`config.mk`:
```
export PLATFORM = sky130hd
export DESIGN_NAME = rob_commit_ctrl_flat
export DESIGN_NICKNAME = d
export VERILOG_FILES = /design/src/rtl/rob_pkg.sv /design/src/rtl/rob_commit_ctrl_if.sv /design/src/rtl/rob_ret_scan.sv /design/src/rtl/rob_commit_ctrl.sv /design/src/flat_wrapper.sv
export SDC_FILE = /design/constraint.sdc
export NUM_CORES = 1
export LEC_CHECK = 0
export ABC_AREA = 1
export CAP_MARGIN = 15
export CORE_UTILIZATION = 55
export CTS_CLUSTER_DIAMETER = 150
export DETAILED_ROUTE_END_ITERATION = 6
export PLACE_DENSITY = 0.86
export SYNTH_ARGS = -nofsm -noshare
export SYNTH_HDL_FRONTEND = slang
export SYNTH_HIERARCHICAL = 1
export SYNTH_SLANG_ARGS = --single-unit
```
`constraint.sdc`:
```
create_clock -name i_clk -period 5 [get_ports i_clk]
set_clock_uncertainty 0.1 [all_clocks]
set_input_delay 1.5 -clock i_clk [delete_from_list [all_inputs] [get_ports i_clk]]
set_output_delay 1.5 -clock i_clk [all_outputs]
set_load 0.1 [all_outputs]
```
`src/rtl/rob_pkg.sv`:
```
// Shared parameters, index/count types and pointer arithmetic for the ROB commit controller.
package rob_pkg;

  localparam int ROB_DEPTH = 16;
  localparam int IDX_W     = 4;
  localparam int DISP_W    = 4;
  localparam int CMPL_W    = 6;
  localparam int RET_W     = 4;

  typedef logic [IDX_W-1:0] rob_idx_t;
  typedef logic [IDX_W:0]   rob_cnt_t;

  // Advances a ring pointer by count. The carry out of IDX_W bits is dropped,
  // so the pointer wraps modulo ROB_DEPTH.
  function automatic rob_idx_t rob_wrap_add(rob_idx_t base, rob_cnt_t count);
    return base + count[IDX_W-1:0];
  endfunction

endpackage

```
`src/rtl/rob_commit_ctrl_if.sv`:
```
// Dispatch / completion / retire bundle between the ROB sequencer and its neighbours.
interface rob_commit_ctrl_if;
  import rob_pkg::*;

  logic                      i_flush;
  logic [2:0]                i_disp_count;
  logic                      o_disp_stall;
  rob_idx_t                  o_disp_base;
  rob_cnt_t                  o_free_slots;
  logic [CMPL_W-1:0]         i_cmpl_en;
  logic [CMPL_W*IDX_W-1:0]   i_cmpl_idx;
  logic [2:0]                o_ret_count;
  rob_idx_t                  o_ret_base;
  logic                      i_ret_ready;
  logic                      o_empty;
  logic                      o_full;
  logic                      o_err;

  // Pipeline side: drives dispatch, completion, retire-ready and flush.
  modport master (
    output i_flush, i_disp_count, i_cmpl_en, i_cmpl_idx, i_ret_ready,
    input  o_disp_stall, o_disp_base, o_free_slots, o_ret_count, o_ret_base,
           o_empty, o_full, o_err
  );

  // ROB sequencer side.
  modport slave (
    input  i_flush, i_disp_count, i_cmpl_en, i_cmpl_idx, i_ret_ready,
    output o_disp_stall, o_disp_base, o_free_slots, o_ret_count, o_ret_base,
           o_empty, o_full, o_err
  );
endinterface

```
`src/rtl/rob_ret_scan.sv`:
```
// Retire scan: length of the run of ready (valid & done) entries starting at head,
// walking the ring modulo ROB_DEPTH and capped at RET_W. Purely combinational.
module rob_ret_scan
  import rob_pkg::*;
(
  input  rob_idx_t             head_i,
  input  logic [ROB_DEPTH-1:0] ready_i,
  output logic [2:0]           count_o
);

  // Walk the head-rotated vector; the run stops at the first entry not ready.
  always_comb begin : scan_comb
    logic run;
    // NOTE: every combinational output gets a default before any branch, otherwise a latch is inferred.
    count_o = '0;
    run     = 1'b1;
    for (int k = 0; k < RET_W; k++) begin
      run = run & ready_i[rob_wrap_add(head_i, rob_cnt_t'(k))];
      if (run) count_o = count_o + 3'd1;
    end
  end

endmodule

```
`src/rtl/rob_commit_ctrl.sv`:
```
// ROB pointer and status sequencer: head/tail pointers, per-entry valid/done bits,
// occupancy, dispatch admission, completion marking and in-order retirement.
module rob_commit_ctrl
  import rob_pkg::*;
(
  input  logic             i_clk,
  input  logic             i_rst,
  rob_commit_ctrl_if.slave bus
);

  rob_idx_t             head_q, head_d;
  rob_idx_t             tail_q, tail_d;
  rob_cnt_t             occ_q, occ_d;
  logic [ROB_DEPTH-1:0] valid_q, valid_d;
  logic [ROB_DEPTH-1:0] done_q, done_d;
  logic                 err_q, err_d;

  rob_cnt_t   disp_cnt;
  rob_cnt_t   free_slots;
  logic [2:0] ret_count;
  logic       disp_stall;
  logic       disp_fire;
  logic       ret_fire;

  // Group sizes above DISP_W are treated as an empty group.
  assign disp_cnt   = (bus.i_disp_count > 3'(DISP_W)) ? '0 : rob_cnt_t'(bus.i_disp_count);
  // Space is judged on pre-edge occupancy; a same-cycle retire does not help.
  assign free_slots = rob_cnt_t'(ROB_DEPTH) - occ_q;
  assign disp_stall = disp_cnt > free_slots;
  assign disp_fire  = (disp_cnt != '0) && !disp_stall && !bus.i_flush;
  assign ret_fire   = bus.i_ret_ready && (ret_count != '0) && !bus.i_flush;

  rob_ret_scan u_ret_scan (
    .head_i  (head_q),
    .ready_i (valid_q & done_q),
    .count_o (ret_count)
  );

  // Next state: flush wipes everything; otherwise completion, then retire, then dispatch.
  // Retire clears after completion so a late duplicate completion cannot leave a stale done bit.
  always_comb begin : next_state_comb
    rob_idx_t idx;
    idx     = '0;
    head_d  = head_q;
    tail_d  = tail_q;
    occ_d   = occ_q;
    valid_d = valid_q;
    done_d  = done_q;
    err_d   = err_q;
    if (bus.i_flush) begin
      head_d  = '0;
      tail_d  = '0;
      occ_d   = '0;
      valid_d = '0;
      done_d  = '0;
    end else begin
      // Completion is judged against pre-edge valid, so a slot allocated this edge flags an error.
      for (int p = 0; p < CMPL_W; p++) begin
        if (bus.i_cmpl_en[p]) begin
          idx = bus.i_cmpl_idx[IDX_W*p +: IDX_W];
          if (valid_q[idx]) done_d[idx] = 1'b1;
          else              err_d       = 1'b1;
        end
      end
      if (ret_fire) begin
        for (int k = 0; k < RET_W; k++) begin
          if (3'(k) < ret_count) begin
            idx          = rob_wrap_add(head_q, rob_cnt_t'(k));
            valid_d[idx] = 1'b0;
            done_d[idx]  = 1'b0;
          end
        end
        head_d = rob_wrap_add(head_q, rob_cnt_t'(ret_count));
      end
      if (disp_fire) begin
        for (int k = 0; k < DISP_W; k++) begin
          if (rob_cnt_t'(k) < disp_cnt) begin
            idx          = rob_wrap_add(tail_q, rob_cnt_t'(k));
            valid_d[idx] = 1'b1;
            done_d[idx]  = 1'b0;
          end
        end
        tail_d = rob_wrap_add(tail_q, disp_cnt);
      end
      occ_d = occ_q + (disp_fire ? disp_cnt : '0) - (ret_fire ? rob_cnt_t'(ret_count) : '0);
    end
  end

  // State registers with synchronous reset; the error flag survives flush.
  always_ff @(posedge i_clk) begin
    if (i_rst) begin
      // NOTE: the valid/done arrays are status flags, not payload storage, so they must be reset.
      head_q  <= '0;
      tail_q  <= '0;
      occ_q   <= '0;
      valid_q <= '0;
      done_q  <= '0;
      err_q   <= 1'b0;
    end else begin
      // NOTE: non-blocking assignments here so every register samples pre-edge values.
      head_q  <= head_d;
      tail_q  <= tail_d;
      occ_q   <= occ_d;
      valid_q <= valid_d;
      done_q  <= done_d;
      err_q   <= err_d;
    end
  end

  assign bus.o_disp_stall = disp_stall;
  assign bus.o_disp_base  = tail_q;
  assign bus.o_free_slots = free_slots;
  assign bus.o_ret_count  = ret_count;
  assign bus.o_ret_base   = head_q;
  assign bus.o_empty      = (occ_q == '0);
  assign bus.o_full       = (occ_q == rob_cnt_t'(ROB_DEPTH));
  assign bus.o_err        = err_q;

endmodule

```
`src/flat_wrapper.sv`:
```
// flat-port wrapper written by rule: the top's interface ports become plain ports
module rob_commit_ctrl_flat import rob_pkg::*;
  (i_clk, i_rst, bus_i_flush, bus_i_disp_count, bus_i_cmpl_en, bus_i_cmpl_idx, bus_i_ret_ready, bus_o_disp_stall, bus_o_disp_base, bus_o_free_slots, bus_o_ret_count, bus_o_ret_base, bus_o_empty, bus_o_full, bus_o_err);
  rob_commit_ctrl_if bus_i ();
  input  logic i_clk;
  input  logic i_rst;
  input wire logic [$bits(bus_i.i_flush)-1:0] bus_i_flush;
  input wire logic [$bits(bus_i.i_disp_count)-1:0] bus_i_disp_count;
  input wire logic [$bits(bus_i.i_cmpl_en)-1:0] bus_i_cmpl_en;
  input wire logic [$bits(bus_i.i_cmpl_idx)-1:0] bus_i_cmpl_idx;
  input wire logic [$bits(bus_i.i_ret_ready)-1:0] bus_i_ret_ready;
  output wire logic [$bits(bus_i.o_disp_stall)-1:0] bus_o_disp_stall;
  output wire logic [$bits(bus_i.o_disp_base)-1:0] bus_o_disp_base;
  output wire logic [$bits(bus_i.o_free_slots)-1:0] bus_o_free_slots;
  output wire logic [$bits(bus_i.o_ret_count)-1:0] bus_o_ret_count;
  output wire logic [$bits(bus_i.o_ret_base)-1:0] bus_o_ret_base;
  output wire logic [$bits(bus_i.o_empty)-1:0] bus_o_empty;
  output wire logic [$bits(bus_i.o_full)-1:0] bus_o_full;
  output wire logic [$bits(bus_i.o_err)-1:0] bus_o_err;
  assign bus_i.i_flush = bus_i_flush;
  assign bus_i.i_disp_count = bus_i_disp_count;
  assign bus_i.i_cmpl_en = bus_i_cmpl_en;
  assign bus_i.i_cmpl_idx = bus_i_cmpl_idx;
  assign bus_i.i_ret_ready = bus_i_ret_ready;
  assign bus_o_disp_stall = bus_i.o_disp_stall;
  assign bus_o_disp_base = bus_i.o_disp_base;
  assign bus_o_free_slots = bus_i.o_free_slots;
  assign bus_o_ret_count = bus_i.o_ret_count;
  assign bus_o_ret_base = bus_i.o_ret_base;
  assign bus_o_empty = bus_i.o_empty;
  assign bus_o_full = bus_i.o_full;
  assign bus_o_err = bus_i.o_err;
  rob_commit_ctrl u_core (.i_clk(i_clk), .i_rst(i_rst), .bus(bus_i));
endmodule
```
==> summary.md <==
| Metric | Value |
|---|---|
| Post-synth cell types | `35` |
| Async SR Flop Fraction | `0%` |
| # hold bufs at CTS | `0` |
| Post-Syn Instances | `~1400` |
| Initial antenna violation count | `0` |
| First-pass GRT wire length | `41.5 mm` |
| Clock Sink Count | `46` |
| Max-cap viol count | `0` |
| Cell Rows | `40` |
| Synth Area in Compound Gates | `under 10%` |
| # diodes | `0` |
| Detail Route Antenna Nets | `0` |
| Final Hold Viols | `0` |
| DRT Pass-1 Iters | `6` |
| Yosys warning count | `6` |
| RSZ-0062 raised after global routing | `false` |
| Largest net degree at the start of global routing | `32` |
| Mux share of post-synthesis cell area | `0%` |
| Fin. max-slew vios | `0` |
| Core footprint | `about 12000 µm²` |
| Share of cells above drive strength 1 | `6.96%` |
| Vias in the first global route | `~8000` |
| Routed vias/inst | `5.65` |
| Max incr delay on CP | `approximately 0.48 ns` |
| Worst path slowest cell | `clkdlybuf4s50_1` |
| Initial Util | `57.4%` |
| Pwr Density | `150 nW/µm²` |
| Initial drt markers | `846` |
| Clock transition at path regs | `~0.07 ns` |
| Pre-CTS setup slack | `0.0227 ns` |
| XOR/XNOR Fraction of Synth Area | `2.24%` |
| Clk_lat worst skew | `0.29 ns` |
| Yosys top cell area share | `between 30% and 40%` |
| Synth Flop Type | `dfxtp_1` |
| Area Growth Syn to Fin | `13.3%` |
| Vias | `8990` |
| Total track usage | `40.9%` |
| Synthesized area | `7040 µm²` |
| Clock Tree Buf Depth | `2` |
| Largest fanout on the critical path | `3` |
| Routability congestion estimate | `between 1 and 1.5` |
| Synth Area in Adders | `under 10%` |
| Number of synthesized flops with an enable pin | `0` |
| # DRC | `0` |
| Slew HR | `between 30% and 40%` |
| Crit path buffers/inverters | `3` |
| Synth Area in Simple Gates | `around three fifths` |
| Fmax | `207 MHz` |
| Final min period | `just under 5 ns` |
| I/O pins | `between 50 and 60` |
| Inserted Clock Buffers | `5` |
| Ranking of synthesized cells by area | `nand2_1, dfxtp_1, nand3_1` |
| Die height | `115 µm` |
| Max IR drop VDD | `0.000279 V` |
| Drt total wl | `26.5 mm` |
| Final Cycle Share | `96.8%` |
| Post-synthesis sequential area ratio | `a little over an eighth` |
| Syn Nets | `1439` |
| Status | `complete, no violations` |
| Largest area contributor in the netlist | `nand2_1` |
| Critical path, cell by cell | `clkdlybuf4s50_1, o21ai_0, nand2_1, ha_1, nor2_1, nor2_1, nand2_1, nand4_1, inv_1, buf_12` |
| Hold slack | `approximately 0.37 ns` |
| CTS tree | `yes` |
| Setup violators final | `0` |
| Post-layout util | `65.0%` |
| Critical path class | `primary input to output port` |
| Worst min path class | `flip-flop to flip-flop` |
| Grt total ovfl | `0` |
| # port buffers | `56` |
| Largest family of logic cells by synthesized area | `simple AND/OR/NAND/NOR gates` |
| Final worst slack | `approximately 0.16 ns` |
| CTS root buf | `clkbuf_16` |
| Delay-heaviest family, CP | `buffers and inverters` |
| DR WL/cell | `16.6 µm` |
| Mean area per synthesized cell | `5.13 µm²` |
| CP endpoint kind | `output port` |
| FF+latch count, synth | `46` |
| Fin nets | `1490` |
| Tightest Pin Transition | `between 1 and 1.5 ns` |
| DPL Wire Length | `20.7 mm` |
| WP data arrival | `~3.2 ns` |
| Worst Setup Start Kind | `primary input` |
| Crit path required time | `3.40 ns` |
| Die width | `115 µm` |
| P_leak | `4.14 nW` |
| Die footprint | `between 10000 and 15000 µm²` |
| CTS H-tree lvls | `2` |
-- timing repair --
| action | 4_1_cts | 5_1_grt |
|---|---|---|
| buffers inserted | 0 | 4 |
| setup endpoints to repair | 0 | 4 |
| gates resized for setup | 0 | 2 |
-- registers in the layout, summed over array words and instances (netlist names) --
name and count:
u_core/bus.o_ret_base 4, u_core/done_q 16, u_core/valid_q 16, u_core/bus.o_err 1
u_core/bus.o_disp_base 4, u_core/occ_q 5
-- path summary, 6_finish.rpt --
kind	from	to	slack, ns	cells after the start
worst max register to register	u_core/bus.o_ret_base[1]$_SDFFE_PP0P_	u_core/occ_q[4]$_SDFF_PP0_	0.52	30
worst max-delay path	bus_i_disp_count[1]	bus_o_disp_stall	0.16	10
worst min-delay path	u_core/bus.o_err$_SDFFE_PP0N_	u_core/bus.o_err$_SDFFE_PP0N_	0.37	2
worst min register to register	u_core/bus.o_err$_SDFFE_PP0N_	u_core/bus.o_err$_SDFFE_PP0N_	0.37	2
-- cell usage after synthesis, types with 5 or more instances --
| library cell | count |
|---|---|
| buf_2 | 10 |
| o21bai_1 | 6 |
| nor2_1 | 134 |
| a21oi_1 | 34 |
| ha_1 | 26 |
| nand3_1 | 161 |
| nand2_1 | 588 |
| o21ai_1 | 15 |
| nor2_4 | 5 |
| a21oi_2 | 8 |
| buf_4 | 8 |
| xor2_1 | 14 |
| nand2_2 | 9 |
| fa_1 | 5 |
| dfxtp_1 | 46 |
| inv_1 | 163 |
| o21ai_0 | 19 |
| nand4_1 | 34 |
| clkbuf_1 | 6 |
| nor3_1 | 25 |
| inv_2 | 16 |
| nor2_2 | 9 |
-- per-layer routing --
layer	part of all wire [%]	routed length, µm	global-route usage, %	vias up
li1	-	-	-	4404
met1	39	10400	48.9	3937
met2	44	11600	66.1	521
met3	8.6	2270	6.38	128
met4	8.3	2200	31.3	0
met5	0	0	0	-
-- placed cells by master (no fill, tap or decap), types with 11 or more instances in the layout --
cell and instances:
nand3_1 161, a21oi_1 34, nand4_1 34, nor2_1 130, dfxtp_1 43, o21ai_0 19
nand2_2 11, o21ai_1 15, clkdlybuf4s50_1 51, buf_4 19, inv_2 16, xor2_1 14
nand2_1 586, nor3_1 25, ha_1 25, inv_1 160
-- worst register-to-register path, delay by kind of cell (launching register included) --
family	cells	cell delay [ns]
fa+ha+maj	5	1.32
simple gates	13	1.22
buf+inv	7	0.69
compound gates	4	0.48
flops	1	0.35
xor+xnor	1	0.23
-- final cells by class --
class,count,area (µm²)
multi-input cells,1111,5240
fillers,1221,4290
flip-flops and latches,46,930
repair buffers,75,741
inverters,183,698
well taps,168,210
clock buffers,5,125
clock inverters,3,23.8
-- power breakdown --
group          switching [mW]  internal [mW]  total (mW)  leakage (nW)
sequential             0.0104          0.375       0.385         0.374
combinational           0.329          0.135       0.464          3.70
clock                   0.157          0.187       0.344        0.0664
-- metrics by stage --
step	power, mW	TNS [ns]	instance area, µm²	cells
6_report	1.19	0	7970	1591
5_1_grt	1.25	0	7970	1591
4_1_cts	1.19	0	7920	1587
3_5_place_dp	0.847	0	7770	1579
3_3_place_gp	0.841	0	7770	1579
2_1_floorplan	0.728	-0.147	7090	1371
-- cell families (layout without fill, tap and decap cells) --
group                      count (synthesis)  count (layout)
buffers and inverters                    214             266
and+or+nand+nor                          973             973
adders and majority gates                 31              31
xor gates and xnor gates                  18              18
AOI/OAI and AO/OA                         89              89
DFF                                       46              46
(Power assumes the default switching activity.)
